$ cat config.mk
export PLATFORM = sky130hd
export DESIGN_NAME = ex_mem_stage
export DESIGN_NICKNAME = d
export VERILOG_FILES = /design/src/rtl/ex_mem_stage.sv
export SDC_FILE = /design/constraint.sdc
export NUM_CORES = 1
export LEC_CHECK = 0
export ABC_AREA = 1
export BUFFER_PORTS_ARGS = -buffer_cell sky130_fd_sc_hd__buf_2
export CAP_MARGIN = 15
export CORE_MARGIN = 10
export CORE_UTILIZATION = 25
export CTS_CLUSTER_DIAMETER = 120
export DETAILED_ROUTE_END_ITERATION = 10
export HOLD_SLACK_MARGIN = 0.12
export PLACE_DENSITY = 0.46
export SYNTH_ARGS = -nofsm -noshare
export SYNTH_HDL_FRONTEND = slang
export SYNTH_SLANG_ARGS = --single-unit
$ cat constraint.sdc
create_clock -name clk -period 16.8 [get_ports clk]
set_input_delay 0 -clock clk [delete_from_list [all_inputs] [get_ports clk]]
set_output_delay 0 -clock clk [all_outputs]
set_load 0.01 [all_outputs]
$ cat src/rtl/ex_mem_stage.sv
// Execute stage and EX/MEM pipeline register of a 5-stage MIPS pipeline: operand
// forwarding, ALU control and ALU, branch-target adder and an iterative HI/LO multiplier.
module ex_mem_stage #(
    parameter int MUL_CYCLES = 32
) (
    input  logic        clk,
    input  logic        rst,
    input  logic [31:0] X_PCplusFour,
    input  logic [31:0] X_readData1,
    input  logic [31:0] X_readData2,
    input  logic [31:0] X_signExtend,
    input  logic [4:0]  X_rt,
    input  logic [4:0]  X_rd,
    input  logic [5:0]  X_funct,
    input  logic [1:0]  X_WB,
    input  logic [2:0]  X_M,
    input  logic [3:0]  X_EX,
    input  logic [1:0]  ForwardA,
    input  logic [1:0]  ForwardB,
    input  logic [31:0] W_writeData,
    output logic        exStall,
    output logic [1:0]  M_WB,
    output logic [2:0]  M_M,
    output logic [31:0] M_branchTarget,
    output logic        M_zero,
    output logic [31:0] M_ALUresult,
    output logic [31:0] M_writeData,
    output logic [4:0]  M_writeReg
);

    typedef enum logic [3:0] {
        ALU_ADD   = 4'd0,
        ALU_SUB   = 4'd1,
        ALU_AND   = 4'd2,
        ALU_OR    = 4'd3,
        ALU_NOR   = 4'd4,
        ALU_SLT   = 4'd5,
        ALU_MFHI  = 4'd6,
        ALU_MFLO  = 4'd7,
        ALU_MULT  = 4'd8,
        ALU_MULTU = 4'd9,
        ALU_ZERO  = 4'd10
    } alu_ctrl_t;

    typedef enum logic {
        MUL_IDLE = 1'b0,
        MUL_BUSY = 1'b1
    } mul_state_t;

    localparam logic [5:0] FN_ADD   = 6'b100000;
    localparam logic [5:0] FN_SUB   = 6'b100010;
    localparam logic [5:0] FN_AND   = 6'b100100;
    localparam logic [5:0] FN_OR    = 6'b100101;
    localparam logic [5:0] FN_NOR   = 6'b100111;
    localparam logic [5:0] FN_SLT   = 6'b101010;
    localparam logic [5:0] FN_MFHI  = 6'b010000;
    localparam logic [5:0] FN_MFLO  = 6'b010010;
    localparam logic [5:0] FN_MULT  = 6'b011000;
    localparam logic [5:0] FN_MULTU = 6'b011001;
    localparam logic [5:0] MUL_LOAD = 6'(MUL_CYCLES);

    // Decoded ID/EX control fields
    logic        reg_dst_s;
    logic [1:0]  alu_op_s;
    logic        alu_src_s;

    // Datapath
    logic [31:0] op_a_s;
    logic [31:0] op_bf_s;
    logic [31:0] alu_b_s;
    logic [31:0] alu_res_s;
    logic [31:0] branch_target_s;
    alu_ctrl_t   alu_ctrl_s;
    logic        is_mul_s;
    logic        is_hilo_s;

    // Multiplier state
    mul_state_t  mul_state_r;
    logic [5:0]  mul_cnt_r;
    logic [63:0] mul_prod_r;
    logic [31:0] mul_mcand_r;
    logic        mul_neg_r;
    logic [31:0] hi_r;
    logic [31:0] lo_r;
    logic [63:0] mul_next_s;

    function automatic logic [31:0] fwd_mux(
        input logic [1:0]  sel,
        input logic [31:0] reg_val,
        input logic [31:0] mem_val,
        input logic [31:0] wb_val
    );
        logic [31:0] res;
        case (sel)
            2'b10:   res = mem_val;
            2'b01:   res = wb_val;
            2'b00:   res = reg_val;
            default: res = reg_val;
        endcase
        return res;
    endfunction

    function automatic logic [31:0] magnitude(input logic [31:0] val, input logic is_signed);
        logic [31:0] res;
        if (is_signed && val[31]) begin
            res = 32'd0 - val;
        end else begin
            res = val;
        end
        return res;
    endfunction

    // One radix-2 shift-add step: upper half accumulates the multiplicand while the
    // multiplier bits shift out of the lower half.
    function automatic logic [63:0] mul_step(input logic [63:0] prod, input logic [31:0] mcand);
        logic [32:0] upper;
        if (prod[0]) begin
            upper = {1'b0, prod[63:32]} + {1'b0, mcand};
        end else begin
            upper = {1'b0, prod[63:32]};
        end
        return {upper, prod[31:1]};
    endfunction

    assign reg_dst_s       = X_EX[3];
    assign alu_op_s        = X_EX[2:1];
    assign alu_src_s       = X_EX[0];
    assign op_a_s          = fwd_mux(ForwardA, X_readData1, M_ALUresult, W_writeData);
    assign op_bf_s         = fwd_mux(ForwardB, X_readData2, M_ALUresult, W_writeData);
    assign alu_b_s         = alu_src_s ? X_signExtend : op_bf_s;
    assign branch_target_s = X_PCplusFour + {X_signExtend[29:0], 2'b00};
    assign is_mul_s        = (alu_ctrl_s == ALU_MULT) || (alu_ctrl_s == ALU_MULTU);
    assign is_hilo_s       = is_mul_s || (alu_ctrl_s == ALU_MFHI) || (alu_ctrl_s == ALU_MFLO);
    assign exStall         = (mul_state_r == MUL_BUSY) && is_hilo_s;
    assign mul_next_s      = mul_step(mul_prod_r, mul_mcand_r);

    // ALU control: ALUop plus funct field to an ALU operation
    always_comb begin
        alu_ctrl_s = ALU_ZERO;
        case (alu_op_s)
            2'b00: alu_ctrl_s = ALU_ADD;
            2'b01: alu_ctrl_s = ALU_SUB;
            2'b10: begin
                case (X_funct)
                    FN_ADD:   alu_ctrl_s = ALU_ADD;
                    FN_SUB:   alu_ctrl_s = ALU_SUB;
                    FN_AND:   alu_ctrl_s = ALU_AND;
                    FN_OR:    alu_ctrl_s = ALU_OR;
                    FN_NOR:   alu_ctrl_s = ALU_NOR;
                    FN_SLT:   alu_ctrl_s = ALU_SLT;
                    FN_MFHI:  alu_ctrl_s = ALU_MFHI;
                    FN_MFLO:  alu_ctrl_s = ALU_MFLO;
                    FN_MULT:  alu_ctrl_s = ALU_MULT;
                    FN_MULTU: alu_ctrl_s = ALU_MULTU;
                    default:  alu_ctrl_s = ALU_ZERO;
                endcase
            end
            default: alu_ctrl_s = ALU_ZERO;
        endcase
    end

    // ALU result selection; multiply issue itself produces no register result
    always_comb begin
        alu_res_s = 32'd0;
        case (alu_ctrl_s)
            ALU_ADD:  alu_res_s = op_a_s + alu_b_s;
            ALU_SUB:  alu_res_s = op_a_s - alu_b_s;
            ALU_AND:  alu_res_s = op_a_s & alu_b_s;
            ALU_OR:   alu_res_s = op_a_s | alu_b_s;
            ALU_NOR:  alu_res_s = ~(op_a_s | alu_b_s);
            ALU_SLT: begin
                if ($signed(op_a_s) < $signed(alu_b_s)) begin
                    alu_res_s = 32'd1;
                end else begin
                    alu_res_s = 32'd0;
                end
            end
            ALU_MFHI: alu_res_s = hi_r;
            ALU_MFLO: alu_res_s = lo_r;
            default:  alu_res_s = 32'd0;
        endcase
    end

    // Multiplier FSM: sign-magnitude shift-add, one bit per cycle, sign applied on the final edge
    always_ff @(negedge clk or posedge rst) begin
        if (rst) begin
            mul_state_r <= MUL_IDLE;
            mul_cnt_r   <= 6'd0;
            mul_prod_r  <= 64'd0;
            mul_mcand_r <= 32'd0;
            mul_neg_r   <= 1'b0;
            hi_r        <= 32'd0;
            lo_r        <= 32'd0;
        end else begin
            case (mul_state_r)
                MUL_IDLE: begin
                    if (is_mul_s) begin
                        mul_state_r <= MUL_BUSY;
                        mul_cnt_r   <= MUL_LOAD;
                        mul_mcand_r <= magnitude(op_a_s, alu_ctrl_s == ALU_MULT);
                        mul_prod_r  <= {32'd0, magnitude(op_bf_s, alu_ctrl_s == ALU_MULT)};
                        mul_neg_r   <= (alu_ctrl_s == ALU_MULT) && (op_a_s[31] ^ op_bf_s[31]);
                    end
                end
                MUL_BUSY: begin
                    mul_cnt_r <= mul_cnt_r - 6'd1;
                    if (mul_cnt_r == 6'd1) begin
                        mul_state_r <= MUL_IDLE;
                        if (mul_neg_r) begin
                            {hi_r, lo_r} <= 64'd0 - mul_next_s;
                        end else begin
                            {hi_r, lo_r} <= mul_next_s;
                        end
                    end else begin
                        mul_prod_r <= mul_next_s;
                    end
                end
                default: begin
                    mul_state_r <= MUL_IDLE;
                    mul_cnt_r   <= 6'd0;
                end
            endcase
        end
    end

    // EX/MEM pipeline register; a stall inserts an all-zero bubble
    always_ff @(negedge clk or posedge rst) begin
        if (rst) begin
            M_WB           <= 2'b00;
            M_M            <= 3'b000;
            M_branchTarget <= 32'd0;
            M_zero         <= 1'b0;
            M_ALUresult    <= 32'd0;
            M_writeData    <= 32'd0;
            M_writeReg     <= 5'd0;
        end else if (exStall) begin
            M_WB           <= 2'b00;
            M_M            <= 3'b000;
            M_branchTarget <= 32'd0;
            M_zero         <= 1'b0;
            M_ALUresult    <= 32'd0;
            M_writeData    <= 32'd0;
            M_writeReg     <= 5'd0;
        end else begin
            M_WB           <= is_mul_s ? 2'b00 : X_WB;
            M_M            <= is_mul_s ? 3'b000 : X_M;
            M_branchTarget <= branch_target_s;
            M_zero         <= (alu_res_s == 32'd0);
            M_ALUresult    <= alu_res_s;
            M_writeData    <= op_bf_s;
            M_writeReg     <= reg_dst_s ? X_rd : X_rt;
        end
    end

endmodule

==> reports/results.ini <==
[synthesis]
yosys.area.top_type = dfrtn_1
synth_top_cells_by_count = 1189 x nand2_1, 494 x inv_1, 489 x nor2_1
yosysMostFrequentCell = nand2_1
syn_area_um2 = 26150
synth_edf_count = 0
synth_top_area_share = 0.2632
ys_ff_latch = 275
ys.flop_type = dfrtn_1
synth-async-reset-ratio = 1.000
syn_inst = 4120
synth.net_count = 4498
synth_area_leaders = dfrtn_1 26%, nand2_1 17%, ha_1 8.8%, inv_1 7.1%, nor2_1 7.0%
yosysWarningCount = 0
yosysSeqAreaShare = 0.2632
synth.distinct_cells = 60
avgSynthCellArea_um2 = 6.346

[route]
drtIter0Drc = 2781
drc_errors = 0
viasPerCell = 5.029
num_vias = 29060
antenna_left = 0
wl_um = 143800
routedWlPerCell_um = 24.89
dr.pass1.iters = 6

[min_path]
hp-class = flip-flop to flip-flop
min_from = mul_cnt_r[5]
min_path_cells = 1

[timing]
setup_viol = 0
skew_ns = 0.03601
rsz0062_at_grt = false
hold_viol = 0
worst_pin_slew_ns = 1.111
slew_headroom = 0.2544
report.final.slew_viol_count = 0
finalSetupTns_ns = 0

[power_and_ir_drop]
swShare = 0.5167
peakVddDrop_mv = 0.07470
switchingPower_mw = 2.463
p_leak_nw = 15.65
intPower_mw = 2.303
pwr-share-seq = 0.242
clkPwrFrac = 0.184
power_density_nw_per_um2 = 157.0
p_comb_frac = 0.574

[setup_path]
crit_end = M_zero
slowest_stage = o21ai_0
cp_common_cell = nand2_1
worst_setup_path_end_kind = flip-flop
r2r_setup_slack_ns = 11.85
slowest_delay_ns = 0.82
r2r_end = M_zero
startpoint = ForwardB[0]
cp.arrival_ns = 5.55
crit_type = primary input to flip-flop
cp_max_fo = 55
critPathLaunchType = primary input
r2r-start = M_ALUresult[0]
cp.required_ns = 9.02
ff2ff_path_depth = 24

[finish]
nNetsFinal = 4740
synthToLayoutAreaGrowth_pct = 16.14
final_cells = 5779
layout-drive-gt1-share = 0.1230
postLayoutCoreUtil = 0.2930

[placed_design]
portBuffers = 298
dpl.cell_count = 5703
place_congestion = 0.9963
dp_hpwl_um = 117700

[global_routing]
gr-total-overflow = 0
grt_first_pass_wirelength_um = 203500
grt_max_degree = 116
grt_use_total = 0.2358
grt_pass1_vias = 28210
antenna_found_initial = 30

[die]
core.rowCount = 118
start_util = 0.2523
die_h_um = 343.4
io_pins = 299
die_w_um = 343.4
dieArea_um2 = 117900
coreArea_um2 = 103600

[cts]
cts-buffers-inserted = 37
clockBufferDepth = 3
clk_latency_ns = 0.59
cts_resized = 0
ctsHoldBuffers = 0
root_buffer = clkbuf_16
cts_tree = done
ctsHtreeMaxLevel = 2
clk_pin_slew_worst_paths_ns = 0.05
clock_sink_count = 275
post-cts-setup-buffers = 0

[outcome]
outcome = finished, final reports clean

[run]
drv_cap = 0

[cell type report]
class | instances | area, um^2
timing repair buffer | 347 | 1859
tap | 1380 | 1727
clock inverter | 18 | 252.7
multi-input combinational | 3194 | 16630
fill | 11740 | 73280
clock buffer | 49 | 1072
antenna | 9 | 22.52
inverter | 507 | 1921
sequential | 275 | 6882
[layer usage]
layer | wire length, um | global-route usage | vias to the layer above
li1 | - | - | 13760
met1 | 63160 | 0.3115 | 13800
met2 | 61930 | 0.3688 | 1222
met3 | 11860 | 0.05349 | 238
met4 | 6665 | 0.09406 | 34
met5 | 224 | 0 | -
[cells in the final DEF, fill, tap and decap left out, types with 8 or more instances in the layout]
master	netlist	final
xor2_1	97	97
o21ai_1	51	55
nand2_2	16	17
buf_2	74	298
o22ai_1	29	29
inv_1	494	492
nand2_1	1189	1188
dfrtn_1	275	275
nor3_1	36	36
o21bai_1	19	19
o21a_1	11	11
nor2_4	8	10
diode_2	0	9
inv_2	10	11
a31oi_1	14	14
nand3_1	288	288
nor2_2	17	16
or2_2	20	20
nand3b_1	20	20
a221o_1	11	11
xnor2_1	14	14
nor2_1	489	488
o21ai_2	32	32
nand4_1	43	43
buf_4	7	49
a22o_1	27	27
o21ai_0	279	275
clkbuf_16	0	38
clkbuf_8	0	8
ha_1	183	183
a21oi_1	232	232
[cells by family after synthesis]
family | after synthesis | synth area share
AOI/OAI and AO/OA | 735 | 0.1607
xor gates and xnor gates | 111 | 0.03718
adders and majority gates | 187 | 0.09064
buffers and inverters | 651 | 0.1019
DFF | 275 | 0.2632
muxes | 5 | 0.001914
and+or+nand+nor | 2156 | 0.3445
[power groups by stage]
stage,sequential [mW],clock [mW],combinational (mW)
final,1.15,0.879,2.73
after global routing,1.18,0.921,3.06
after CTS,1.15,0.899,2.71
after detailed placement,1.15,0,2.70
after global placement,1.15,0,2.70
after floorplan,1.09,0,1.83
[worst max-delay path: cells and delay by family]
kind	cells	cell delay, ns
and+or+nand+nor	17	2.19
adders and majority gates	3	1.24
AOI/OAI and AO/OA	2	1.06
buffers and inverters	5	0.91
[worst min path at each step]
stage                        end  slack, ns
global route        mul_cnt_r[5]       0.45
finish              mul_cnt_r[5]       0.42
floorplan           mul_cnt_r[5]       0.38
global placement    mul_cnt_r[5]       0.41
CTS                 mul_cnt_r[5]       0.43
detailed placement      hi_r[24]       0.43
[sequential cells by signal (all words and copies together), names as in the netlist, 5 cells and up]
signal          count
M_ALUresult        32
M_branchTarget     32
M_writeData        32
M_writeReg          5
hi_r               32
lo_r               32
mul_cnt_r           6
mul_mcand_r        32
mul_prod_r         64
[metrics by stage]
step | setup slack [ns] | power [mW] | hold slack [ns] | cell area [um^2]
after floorplan | 1.064 | 2.924 | 0.3811 | 26150
after global placement | 2.887 | 3.852 | 0.4139 | 28990
after detailed placement | 3.123 | 3.852 | 0.4265 | 29020
after CTS | 3.726 | 4.761 | 0.4280 | 30340
after global routing | 3.308 | 5.164 | 0.4477 | 30350
final | 3.470 | 4.766 | 0.4236 | 30360
Power figures use the tool's default switching activity.
